### src/rtl/ctrl_pkg.sv
// Shared types and constants for the multi-cycle RV32I control unit.
// ALU op codes, opcodes, FSM states and datapath mux selects.
package ctrl_pkg;

  localparam logic [3:0] ALU_ADD = 4'b0000;
  localparam logic [3:0] ALU_SUB = 4'b0001;
  localparam logic [3:0] ALU_AND = 4'b0010;
  localparam logic [3:0] ALU_RA  = 4'b0011;
  localparam logic [3:0] ALU_OR  = 4'b0100;
  localparam logic [3:0] ALU_XOR = 4'b0101;
  localparam logic [3:0] ALU_LS  = 4'b0110;
  localparam logic [3:0] ALU_RS  = 4'b0111;
  localparam logic [3:0] ALU_EQ  = 4'b1000;
  localparam logic [3:0] ALU_NEQ = 4'b1001;
  localparam logic [3:0] ALU_LT  = 4'b1010;
  localparam logic [3:0] ALU_LTS = 4'b1011;
  localparam logic [3:0] ALU_GE  = 4'b1100;
  localparam logic [3:0] ALU_GES = 4'b1101;

  localparam logic [6:0] OP_LOAD   = 7'b0000011;
  localparam logic [6:0] OP_STORE  = 7'b0100011;
  localparam logic [6:0] OP_R      = 7'b0110011;
  localparam logic [6:0] OP_I      = 7'b0010011;
  localparam logic [6:0] OP_BRANCH = 7'b1100011;
  localparam logic [6:0] OP_JAL    = 7'b1101111;
  localparam logic [6:0] OP_JALR   = 7'b1100111;
  localparam logic [6:0] OP_LUI    = 7'b0110111;
  localparam logic [6:0] OP_AUIPC  = 7'b0010111;

  localparam logic [1:0] SRCA_PC    = 2'b00;
  localparam logic [1:0] SRCA_OLDPC = 2'b01;
  localparam logic [1:0] SRCA_REGA  = 2'b10;
  localparam logic [1:0] SRCB_REGB  = 2'b00;
  localparam logic [1:0] SRCB_IMM   = 2'b01;
  localparam logic [1:0] SRCB_FOUR  = 2'b10;
  localparam logic [1:0] RES_ALUOUT = 2'b00;
  localparam logic [1:0] RES_MEM    = 2'b01;
  localparam logic [1:0] RES_ALU    = 2'b10;

  typedef enum logic [3:0] {
    S_FETCH    = 4'd0,
    S_DECODE   = 4'd1,
    S_MEMADR   = 4'd2,
    S_MEMREAD  = 4'd3,
    S_MEMWB    = 4'd4,
    S_MEMWRITE = 4'd5,
    S_EXEC_R   = 4'd6,
    S_EXEC_I   = 4'd7,
    S_ALUWB    = 4'd8,
    S_BRANCH   = 4'd9,
    S_JAL      = 4'd10,
    S_JALR     = 4'd11,
    S_JALWB    = 4'd12,
    S_LUI      = 4'd13,
    S_AUIPC    = 4'd14,
    S_TRAP     = 4'd15
  } state_t;

  typedef enum logic [1:0] {
    CLS_ADD = 2'd0,
    CLS_R   = 2'd1,
    CLS_I   = 2'd2,
    CLS_BR  = 2'd3
  } alu_class_t;

endpackage

### src/rtl/multicycle_control_unit_if.sv
// Control bundle between the instruction register / datapath
// and the multi-cycle control FSM.
interface multicycle_control_unit_if;

  logic [6:0] opcode;
  logic [2:0] funct3;
  logic       funct7b5;
  logic       alu_result_lsb;
  logic       mem_ready;
  logic [3:0] aluControl;
  logic [1:0] alu_src_a_sel;
  logic [1:0] alu_src_b_sel;
  logic [1:0] result_sel;
  logic       adr_src;
  logic       mem_req;
  logic       mem_write;
  logic       ir_write;
  logic       pc_write;
  logic       reg_write;
  logic       instr_done;
  logic       illegal;

  modport master (
    input  opcode, funct3, funct7b5,
    input  alu_result_lsb, mem_ready,
    output aluControl,
    output alu_src_a_sel, alu_src_b_sel,
    output result_sel, adr_src,
    output mem_req, mem_write,
    output ir_write, pc_write, reg_write,
    output instr_done, illegal
  );

  modport slave (
    output opcode, funct3, funct7b5,
    output alu_result_lsb, mem_ready,
    input  aluControl,
    input  alu_src_a_sel, alu_src_b_sel,
    input  result_sel, adr_src,
    input  mem_req, mem_write,
    input  ir_write, pc_write, reg_write,
    input  instr_done, illegal
  );

endinterface

### src/rtl/alu_op_decoder.sv
// Maps {class, funct3, funct7b5} to the 4-bit ALU op.
// bad_funct3 flags the two unused branch encodings.
module alu_op_decoder
  import ctrl_pkg::*;
(
  input  alu_class_t cls,
  input  logic [2:0] funct3,
  input  logic       funct7b5,
  output logic [3:0] alu_op,
  output logic       bad_funct3
);

  logic is_rr;
  logic is_br;

  assign is_rr = (cls == CLS_R) || (cls == CLS_I);
  assign is_br = (cls == CLS_BR);

  always_comb begin
    alu_op     = ALU_ADD;
    bad_funct3 = 1'b0;
    unique case (1'b1)
      is_rr: begin
        unique case (funct3)
          3'b000: alu_op = (cls == CLS_R && funct7b5)
                           ? ALU_SUB : ALU_ADD;
          3'b001: alu_op = ALU_LS;
          3'b010: alu_op = ALU_LTS;
          3'b011: alu_op = ALU_LT;
          3'b100: alu_op = ALU_XOR;
          3'b101: alu_op = funct7b5 ? ALU_RA : ALU_RS;
          3'b110: alu_op = ALU_OR;
          3'b111: alu_op = ALU_AND;
        endcase
      end
      is_br: begin
        case (funct3)
          3'b000:  alu_op = ALU_EQ;
          3'b001:  alu_op = ALU_NEQ;
          3'b100:  alu_op = ALU_LTS;
          3'b101:  alu_op = ALU_GES;
          3'b110:  alu_op = ALU_LT;
          3'b111:  alu_op = ALU_GE;
          default: bad_funct3 = 1'b1;
        endcase
      end
      default: ;
    endcase
  end

endmodule

### src/rtl/multicycle_control_unit.sv
// Multi-cycle RV32I control FSM: sequences each instruction and
// drives ALU op, datapath mux selects and write enables.
module multicycle_control_unit
  import ctrl_pkg::*;
#(
  parameter logic [3:0] RESET_STATE = 4'd0
) (
  input  logic                        clk,
  input  logic                        reset,
  multicycle_control_unit_if.master   bus
);

  state_t     state_q, state_d;
  alu_class_t cls;
  logic [3:0] dec_op;
  logic       bad_f3;

  logic [1:0] a_sel, b_sel, res_sel;
  logic       adr, req, we, irw, pcw;
  logic       rw, done, ill;

  always_comb begin
    cls = CLS_ADD;
    case (state_q)
      S_EXEC_R: cls = CLS_R;
      S_EXEC_I: cls = CLS_I;
      S_BRANCH: cls = CLS_BR;
      default:  cls = CLS_ADD;
    endcase
  end

  alu_op_decoder u_dec (
    .cls        (cls),
    .funct3     (bus.funct3),
    .funct7b5   (bus.funct7b5),
    .alu_op     (dec_op),
    .bad_funct3 (bad_f3)
  );

  always_comb begin
    state_d = state_q;
    a_sel   = SRCA_PC;
    b_sel   = SRCB_REGB;
    res_sel = RES_ALUOUT;
    adr     = 1'b0;
    req     = 1'b0;
    we      = 1'b0;
    irw     = 1'b0;
    pcw     = 1'b0;
    rw      = 1'b0;
    done    = 1'b0;
    ill     = 1'b0;
    case (state_q)
      S_FETCH: begin
        b_sel   = SRCB_FOUR;
        res_sel = RES_ALU;
        req     = 1'b1;
        if (bus.mem_ready) begin
          irw     = 1'b1;
          pcw     = 1'b1;
          state_d = S_DECODE;
        end
      end
      S_DECODE: begin
        a_sel = SRCA_OLDPC;
        b_sel = SRCB_IMM;
        case (bus.opcode)
          OP_LOAD,
          OP_STORE:  state_d = S_MEMADR;
          OP_R:      state_d = S_EXEC_R;
          OP_I:      state_d = S_EXEC_I;
          OP_BRANCH: state_d = S_BRANCH;
          OP_JAL:    state_d = S_JAL;
          OP_JALR:   state_d = S_JALR;
          OP_LUI:    state_d = S_LUI;
          OP_AUIPC:  state_d = S_AUIPC;
          default:   state_d = S_TRAP;
        endcase
      end
      S_MEMADR: begin
        a_sel   = SRCA_REGA;
        b_sel   = SRCB_IMM;
        state_d = (bus.opcode == OP_STORE)
                  ? S_MEMWRITE : S_MEMREAD;
      end
      S_MEMREAD: begin
        adr = 1'b1;
        req = 1'b1;
        if (bus.mem_ready) state_d = S_MEMWB;
      end
      S_MEMWB: begin
        res_sel = RES_MEM;
        rw      = 1'b1;
        done    = 1'b1;
        state_d = S_FETCH;
      end
      S_MEMWRITE: begin
        adr = 1'b1;
        req = 1'b1;
        we  = 1'b1;
        // completion is only known once the store is accepted
        if (bus.mem_ready) begin
          done    = 1'b1;
          state_d = S_FETCH;
        end
      end
      S_EXEC_R: begin
        a_sel   = SRCA_REGA;
        state_d = S_ALUWB;
      end
      S_EXEC_I, S_LUI: begin
        a_sel   = SRCA_REGA;
        b_sel   = SRCB_IMM;
        state_d = S_ALUWB;
      end
      S_AUIPC: begin
        a_sel   = SRCA_OLDPC;
        b_sel   = SRCB_IMM;
        state_d = S_ALUWB;
      end
      S_ALUWB: begin
        rw      = 1'b1;
        done    = 1'b1;
        state_d = S_FETCH;
      end
      S_BRANCH: begin
        a_sel = SRCA_REGA;
        if (bad_f3) begin
          state_d = S_TRAP;
        end else begin
          pcw     = bus.alu_result_lsb;
          done    = 1'b1;
          state_d = S_FETCH;
        end
      end
      S_JAL: begin
        a_sel   = SRCA_OLDPC;
        b_sel   = SRCB_FOUR;
        pcw     = 1'b1;
        state_d = S_JALWB;
      end
      S_JALR: begin
        a_sel   = SRCA_REGA;
        b_sel   = SRCB_IMM;
        res_sel = RES_ALU;
        pcw     = 1'b1;
        state_d = S_JALWB;
      end
      S_JALWB: begin
        a_sel   = SRCA_OLDPC;
        b_sel   = SRCB_FOUR;
        res_sel = RES_ALU;
        rw      = 1'b1;
        done    = 1'b1;
        state_d = S_FETCH;
      end
      S_TRAP: begin
        ill     = 1'b1;
        state_d = S_TRAP;
      end
      default: state_d = S_TRAP;
    endcase
  end

  always_ff @(posedge clk or posedge reset) begin
    if (reset) state_q <= state_t'(RESET_STATE);
    else       state_q <= state_d;
  end

  // reset gates every output so an in-flight access drops at once
  assign bus.aluControl    = reset ? ALU_ADD : dec_op;
  assign bus.alu_src_a_sel = reset ? 2'b00 : a_sel;
  assign bus.alu_src_b_sel = reset ? 2'b00 : b_sel;
  assign bus.result_sel    = reset ? 2'b00 : res_sel;
  assign bus.adr_src       = adr  & ~reset;
  assign bus.mem_req       = req  & ~reset;
  assign bus.mem_write     = we   & ~reset;
  assign bus.ir_write      = irw  & ~reset;
  assign bus.pc_write      = pcw  & ~reset;
  assign bus.reg_write     = rw   & ~reset;
  assign bus.instr_done    = done & ~reset;
  assign bus.illegal       = ill  & ~reset;

endmodule

### src/flat_wrapper.sv
// flat-port wrapper written by rule: the top's interface ports become plain ports
module multicycle_control_unit_flat import ctrl_pkg::*;
#(
  parameter logic [3:0] RESET_STATE = 4'd0
)
  (clk, reset, bus_opcode, bus_funct3, bus_funct7b5, bus_alu_result_lsb, bus_mem_ready, bus_aluControl, bus_alu_src_a_sel, bus_alu_src_b_sel, bus_result_sel, bus_adr_src, bus_mem_req, bus_mem_write, bus_ir_write, bus_pc_write, bus_reg_write, bus_instr_done, bus_illegal);
  multicycle_control_unit_if bus_i ();
  input  logic clk;
  input  logic reset;
  input wire logic [$bits(bus_i.opcode)-1:0] bus_opcode;
  input wire logic [$bits(bus_i.funct3)-1:0] bus_funct3;
  input wire logic [$bits(bus_i.funct7b5)-1:0] bus_funct7b5;
  input wire logic [$bits(bus_i.alu_result_lsb)-1:0] bus_alu_result_lsb;
  input wire logic [$bits(bus_i.mem_ready)-1:0] bus_mem_ready;
  output wire logic [$bits(bus_i.aluControl)-1:0] bus_aluControl;
  output wire logic [$bits(bus_i.alu_src_a_sel)-1:0] bus_alu_src_a_sel;
  output wire logic [$bits(bus_i.alu_src_b_sel)-1:0] bus_alu_src_b_sel;
  output wire logic [$bits(bus_i.result_sel)-1:0] bus_result_sel;
  output wire logic [$bits(bus_i.adr_src)-1:0] bus_adr_src;
  output wire logic [$bits(bus_i.mem_req)-1:0] bus_mem_req;
  output wire logic [$bits(bus_i.mem_write)-1:0] bus_mem_write;
  output wire logic [$bits(bus_i.ir_write)-1:0] bus_ir_write;
  output wire logic [$bits(bus_i.pc_write)-1:0] bus_pc_write;
  output wire logic [$bits(bus_i.reg_write)-1:0] bus_reg_write;
  output wire logic [$bits(bus_i.instr_done)-1:0] bus_instr_done;
  output wire logic [$bits(bus_i.illegal)-1:0] bus_illegal;
  assign bus_i.opcode = bus_opcode;
  assign bus_i.funct3 = bus_funct3;
  assign bus_i.funct7b5 = bus_funct7b5;
  assign bus_i.alu_result_lsb = bus_alu_result_lsb;
  assign bus_i.mem_ready = bus_mem_ready;
  assign bus_aluControl = bus_i.aluControl;
  assign bus_alu_src_a_sel = bus_i.alu_src_a_sel;
  assign bus_alu_src_b_sel = bus_i.alu_src_b_sel;
  assign bus_result_sel = bus_i.result_sel;
  assign bus_adr_src = bus_i.adr_src;
  assign bus_mem_req = bus_i.mem_req;
  assign bus_mem_write = bus_i.mem_write;
  assign bus_ir_write = bus_i.ir_write;
  assign bus_pc_write = bus_i.pc_write;
  assign bus_reg_write = bus_i.reg_write;
  assign bus_instr_done = bus_i.instr_done;
  assign bus_illegal = bus_i.illegal;
  multicycle_control_unit #(.RESET_STATE(RESET_STATE)) u_core (.clk(clk), .reset(reset), .bus(bus_i));
endmodule
### config.mk
export PLATFORM = sky130hd
export DESIGN_NAME = multicycle_control_unit_flat
export DESIGN_NICKNAME = d
export VERILOG_FILES = /design/src/rtl/ctrl_pkg.sv /design/src/rtl/multicycle_control_unit_if.sv /design/src/rtl/alu_op_decoder.sv /design/src/rtl/multicycle_control_unit.sv /design/src/flat_wrapper.sv
export SDC_FILE = /design/constraint.sdc
export NUM_CORES = 1
export LEC_CHECK = 0
export ABC_AREA = 1
export ABC_CLOCK_PERIOD_IN_PS = 2100
export CAP_MARGIN = 10
export CORE_MARGIN = 2
export CORE_UTILIZATION = 44
export CTS_BUF_LIST = sky130_fd_sc_hd__clkbuf_4 sky130_fd_sc_hd__clkbuf_8 sky130_fd_sc_hd__clkbuf_16
export CTS_CLUSTER_SIZE = 28
export DETAILED_ROUTE_END_ITERATION = 7
export GPL_TIMING_DRIVEN = 0
export HOLD_SLACK_MARGIN = 0.06
export PLACE_DENSITY = 0.85
export SYNTH_ARGS = -nofsm -noshare
export SYNTH_HDL_FRONTEND = slang
export SYNTH_SLANG_ARGS = --single-unit
### constraint.sdc
create_clock -name clk -period 2.1 [get_ports clk]
set_clock_uncertainty 0.05 [all_clocks]
set_input_delay 0.42 -clock clk [delete_from_list [all_inputs] [get_ports clk]]
set_output_delay 0.42 -clock clk [all_outputs]
set_load 0.1 [all_outputs]
# Word-level counts from Yosys, hierarchy flattened
# Cells that the tools add are included.
[op_classes] eq_ne=37 mux=33 bitwise_logic=9 n_reduce_logical=17
[op_table] operator="$pmux W4 S8" n=2
[op_table] operator="$pmux W4 S10" n=1
[op_table] operator="$eq A4 B4 Y1 const B" n=8
[op_table] operator="$pmux W4 S6" n=1
[op_table] operator="$eq A7 B6 Y1 const B" n=3
[op_table] operator="$eq A7 B7 Y1 const B" n=3
[op_table] operator="$mux W4" n=5
[op_table] operator="$reduce_or A6 Y1" n=3
[op_table] operator="$eq A4 B3 Y1 const B" n=4
[op_table] operator="$eq A7 B5 Y1 const B" n=2
[op_table] operator="$eq A3 B3 Y1 const B" n=4
[op_table] operator="$mux W1" n=12
[op_table] operator="$pmux W2 S2" n=3
[op_table] operator="$reduce_or A3 Y1" n=4
[op_table] operator="$and A1 B1 Y1" n=8
[op_table] operator="$eq A4 B2 Y1 const B" n=2
[op_table] operator="$pmux W4 S2" n=1
[op_table] operator="$reduce_or A4 Y1" n=2
[op_table] operator="$eq A7 B2 Y1 const B" n=1
[op_table] operator="$eq A3 B2 Y1 const B" n=2
[op_table] operator="$mux W2" n=3
[op_table] operator="$mux W3" n=2
[op_table] operator="$ne A2 B2 Y1 const B" n=3
[op_table] operator="$pmux W1 S3" n=2
[op_table] operator="12 further kinds" n=15
[totals] reg_bits=4 inputBits=15 out_inout_bits=18 wordCells=97

# Depth between registers and ports, before layout
# Gate-level depths: netlist of the first run.
[depth] word_depth=8 ltp_mapped=15 ltp_nobuf=15

# Hierarchy
# A second synthesis of the first run with hierarchy kept.
[unflattened] hier_cells=178 area_unflattened_um2=918.4
[by_module_without_submodules] module="multicycle_control_unit" instances=1 cells_each=142 area_each_um2=726.9 seq_area_each_um2=100.1
[by_module_without_submodules] module="alu_op_decoder" instances=1 cells_each=36 area_each_um2=191.4 seq_area_each_um2=0.0

# Worst setup path after synthesis of the first run
# Ideal clock, no wire load.
[synth_timing] kind="reg-to-output" from="register u_core.state_q[0]" to="output port bus_instr_done" t_arrival_ns=2.945 t_required_ns=1.630 path_slack_ns=-1.315 stages_incl_launch_ff=10 path_buffers=0 path_cell_list="dfrtp_1 -> inv_2 -> nand2_2 -> inv_2 -> a21oi_1 -> inv_1 -> ha_1 -> inv_1 -> o21ai_0 -> a31oi_1"
[synth_between] elab_chain_cells=7 word_cells_on_any_way=14 cone_classes="eq/ne: 8; mux: 4; bitwise: 1; reduce/logical: 1"
[synth_lines] item="start: declaration" line_no="multicycle_control_unit.sv:13" source="state_t state_q, state_d;"
[synth_lines] item="start signal: assignment" line_no="multicycle_control_unit.sv:166" source="if (reset) state_q <= state_t'(RESET_STATE);"
[synth_lines] item="start signal: assignment" line_no="multicycle_control_unit.sv:167" source="else state_q <= state_d;"
[synth_lines] item="$eq A4 B4 Y1 or $eq A4 B3 Y1 (tied branches)" line_no="multicycle_control_unit.sv:24, multicycle_control_unit.sv:53"
[synth_lines] item="$pmux W2 S3" line_no="multicycle_control_unit.sv:24" source="case (state_q)"
[synth_lines] item="$eq A2 B2 Y1" line_no="alu_op_decoder.sv:17" source="assign is_br = (cls == CLS_BR);"
[synth_lines] item="$mux W1" line_no="alu_op_decoder.sv:22" source="unique case (1'b1)"
[synth_lines] item="$mux W1" line_no="multicycle_control_unit.sv:128" source="if (bad_f3) begin"
[synth_lines] item="$pmux W1 S3 *" line_no="multicycle_control_unit.sv:53" source="case (state_q)"
[synth_lines] item="$and A1 B1 Y1 *" line_no="multicycle_control_unit.sv:181" source="assign bus.instr_done = done & ~reset;"
[synth_lines] item="end: declaration" line_no="flat_wrapper.sv:25" source="output wire logic [$bits(bus_i.instr_done)-1:0] bus_instr_done;"
# Every way passes the cells marked *; elsewhere a longest branch is shown, timed or not.

# Worst setup path after layout of the first run
[layout_timing] from="register u_core.state_q[2]" to="output port bus_pc_write"
[layout_between] elab_chain_cells=7 word_cells_on_any_way=13 cone_classes="eq/ne: 6; mux: 4; bitwise: 1; reduce/logical: 2"
[layout_lines] item="$eq A4 B4 Y1 or $eq A4 B3 Y1 (tied branches)" line_no="multicycle_control_unit.sv:24, multicycle_control_unit.sv:53"
[layout_lines] item="$pmux W2 S3" line_no="multicycle_control_unit.sv:24"
[layout_lines] item="$eq A2 B2 Y1" line_no="alu_op_decoder.sv:17"
[layout_lines] item="$mux W1" line_no="alu_op_decoder.sv:22"
[layout_lines] item="$mux W1" line_no="multicycle_control_unit.sv:128"
[layout_lines] item="$pmux W1 S3 *" line_no="multicycle_control_unit.sv:53"
[layout_lines] item="$and A1 B1 Y1 *" line_no="multicycle_control_unit.sv:179" source="assign bus.pc_write = pcw & ~reset;"
[layout_lines] item="end: declaration" line_no="flat_wrapper.sv:23" source="output wire logic [$bits(bus_i.pc_write)-1:0] bus_pc_write;"
# Marked as above.

==> results by group, run 1 <==
Run status
  • Status: finished, violations left
  • Failing checks: negative setup slack

Logic synthesis
  • Avg Synthesized Cell Area: between 5 and 6 sq um
  • Post-synth EDFFs: 0
  • Cell area after synthesis: 897 sq um
  • Count leader, synth: nand2_1
  • Synth Flop Type: dfrtp_1
  • Asr flop ratio synth: 100%
  • Syn_nets: between 150 and 200
  • Seq/Total Area, Yosys: 11.2%
  • Area leader, netlist: nand2_1
  • Top post-synthesis cells by area: nand2_1, nor2_1, dfrtp_1
  • Count of cell types in the netlist: 29
  • Post-synth top cells: nand2_1, nor2_1, inv_1
  • Synth top area share: 13.4%
  • Synth warn: 0
  • Yosys reg bits: 4
  • Syn Inst Count: about 170

Floorplanning
  • Die Area: ~0.0024 sq mm
  • Site Rows: 16
  • # IOs: 33
  • Die W: between 40 and 50 um
  • CORE AREA: 0.00194 sq mm
  • Initial core utilization: 46.2%
  • Die height: roughly 49 um

Placement
  • Final RePlAce weighted congestion: 0.890
  • Post-Place Cells: approximately 230
  • I/O Buffers: 32
  • Post-DP Area: 0.00138 sq mm
  • Final HPWL DP: 2360 um
  • Post-place setup slack: -1.15 ns

Global routing
  • First-pass GRT wire length: 5730 um
  • Number of global-route vias before repair: about 1200
  • Antenna violations before repair: 0
  • Overflow after GRT: 0
  • Largest net degree at the start of global routing: 11
  • GRT Resource Usage Total: 30.7%

Critical path
  • Critical Path AT: ~2.1 ns
  • Setup CP Type: reg2out
  • Family with the most delay on the worst path: buffers and inverters
  • Worst path cell trace: inv_2 -> nor2_4 -> inv_2 -> nor2_4 -> nor2_4 -> inv_2 -> ha_4 -> inv_6 -> o211ai_1 -> a31oi_4 -> buf_12
  • CP max stage cell: dfrtp_1
  • CP Max Fanout: 5
  • Buffers and inverters on the worst path: 5
  • CP Capture Type: primary output
  • Setup crit start kind: register
  • Required @ worst endpoint: ~1.6 ns
  • Max incr delay on CP: 0.38 ns

Finish
  • Flip-flop and latch area: between 100 and 150 sq um
  • Non-filler cells, final: approximately 250
  • Multi-input logic area: ~920 sq um
  • NumNets Final: around 250
  • Area Growth Syn to Fin: 109%
  • Largest Register: u_core.state_q
  • Final core occ: ~97%
  • Share of cells above drive strength 1: about half
  • Diodes inserted: 0
  • Max reg flops: 4
  • Fin area: between 0.0015 and 0.002 sq mm
  • Fill cells: 37
  • Top flop regs: u_core.state_q: 4 flops

Run
  • Max_cap viols: 0

Routing
  • Initial DRC Count: 130
  • DRC: 0
  • Via density: about 6.5
  • Wire length per cell: 22.5 um
  • Via count: about 1600
  • ANT nets after route: 0
  • TritonRoute pass-1 iters: 5
  • Total wire length: roughly 5700 um

Power
  • Pint: about 1.1 mW
  • Clock power share: 4.2%
  • LEAKAGE: roughly 0.88 nW
  • Seq pwr share: approximately 6.7%
  • NetSw: between 1.5 and 2 mW
  • Tot Pwr: around 2.8 mW
  • Pwr per Cell Area: 1490 mW/mm^2
  • Combinational share of power: between 80 and 90%
  • VDD IR-drop max: 0.00142 V
  • Switching Fraction: between 60 and 70%

Timing
  • Final Hold Fails: 0
  • Pins over their slew limit: 0
  • Final period util: 123%
  • RSZ-0062 raised after global routing: true
  • Relative slew slack: between 70% and 80%
  • Clock period minus worst slack: roughly 2.6 ns
  • Final number of setup-violating endpoints: 16
  • Tightest Pin Transition: around 0.35 ns
  • Worst hold slack: roughly 0.15 ns
  • Setup WS post-layout: -0.475 ns
  • Fmax achieved: around 390 MHz
  • Setup_tns: -3.67 ns

Clocking
  • Reg clk slew, reported paths: ~0.05 ns
  • CTS buffer count: 3
  • CTS tree: built
  • CTS root buf: clkbuf_4
  • H-tree lvl count: 1
  • Skew-Pair Late Insertion Delay: ~0.26 ns
  • Clk buf depth: 2
  • CTS sink count: 4

Hold path
  • HP Class: in2async
## cell type report
class | instances | area share [%]
multi-input cells | 128 | 49.1
repair buffers | 58 | 34.4
inverters | 33 | 7.26
flip-flops and latches | 4 | 5.53
well taps | 27 | 1.80
clock buffers | 3 | 1.20
plain buffers | 1 | 0.732
## cell families after synthesis
logic type,synth area share (%)
fa+ha+maj,4.18
flops,11.2
buf+inv,14.5
compound gates,22.6
simple gates,47.6
## final timing paths
check | startpoint | to | slack [ns] | cells past startpoint
setup / recovery | u_core.state_q[2] | bus_pc_write | -0.48 | 11
hold / removal | reset | u_core.state_q[2] | 0.15 | 2
setup reg to reg | u_core.state_q[0] | u_core.state_q[2] | 0.02 | 14
hold reg to reg | u_core.state_q[2] | u_core.state_q[1] | 0.76 | 4
max in group asynchronous | reset | u_core.state_q[1] | 1.67 | 2
min in group clk | u_core.state_q[2] | u_core.state_q[1] | 0.76 | 4
## worst reg2reg max path: stages, from the launching register on
cell and delay, ns:
dfrtp_2 0.46, buf_6 0.14, nand2_4 0.08, nor2_4 0.05, nor2_4 0.17, inv_2 0.07
ha_4 0.18, inv_6 0.07, nor2_1 0.06, nand2_2 0.13, nand3_1 0.13, nor2_1 0.14
nand2_1 0.07, nand2_1 0.07, nand2_1 0.09
## cell usage in the layout (no fill, tap or decap), types with 3 or more instances in the layout
master / synthesis / layout
a21oi_1: 13 / 8
a21oi_2: 1 / 4
buf_12: 0 / 11
buf_4: 0 / 24
buf_6: 0 / 9
clkbuf_4: 0 / 3
clkdlybuf4s50_1: 0 / 12
dfrtp_2: 0 / 3
inv_1: 26 / 21
inv_2: 5 / 8
inv_4: 1 / 3
nand2_1: 32 / 29
nand2_2: 6 / 6
nand2_4: 1 / 4
nand3_1: 10 / 10
nor2_1: 28 / 17
nor2_2: 6 / 5
nor2_4: 3 / 15
o21ai_0: 8 / 6
## power by group through the flow
stage	Sequential [mW]	Clock, mW	Combinational [mW]
floorplan	0.174	0	1.34
global placement	0.186	0	1.63
detailed placement	0.190	0	1.65
CTS	0.183	0.105	1.88
global route	0.189	0.117	2.59
finish	0.188	0.117	2.50
## layer usage
layer	track usage [%]	part of all wire (%)
met1	34.7	34
met3	2.45	11
met2	55.9	45
met5	0	0
met4	17.1	10
## timing repair
action,4_1_cts,5_1_grt
buffers inserted,9,17
endpoints found under the hold margin,0,0
endpoints found under the setup margin,18,17
hold buffers,0,0
pin swaps,7,18
gates resized for setup,155,35
No activity file was read; power rests on OpenSTA's default activity.
==> inputs of run 2 (changes only) <==
--- a/config.mk
+++ b/config.mk
@@ -11,7 +11,7 @@
 export CORE_MARGIN = 2
 export CORE_UTILIZATION = 44
 export CTS_BUF_LIST = sky130_fd_sc_hd__clkbuf_4 sky130_fd_sc_hd__clkbuf_8 sky130_fd_sc_hd__clkbuf_16
-export CTS_CLUSTER_SIZE = 28
+export CTS_CLUSTER_SIZE = 20
 export DETAILED_ROUTE_END_ITERATION = 7
 export GPL_TIMING_DRIVEN = 0
 export HOLD_SLACK_MARGIN = 0.06
==> results of run 2 <==
Final layout, timing and power as in run 1 (identical DEF).
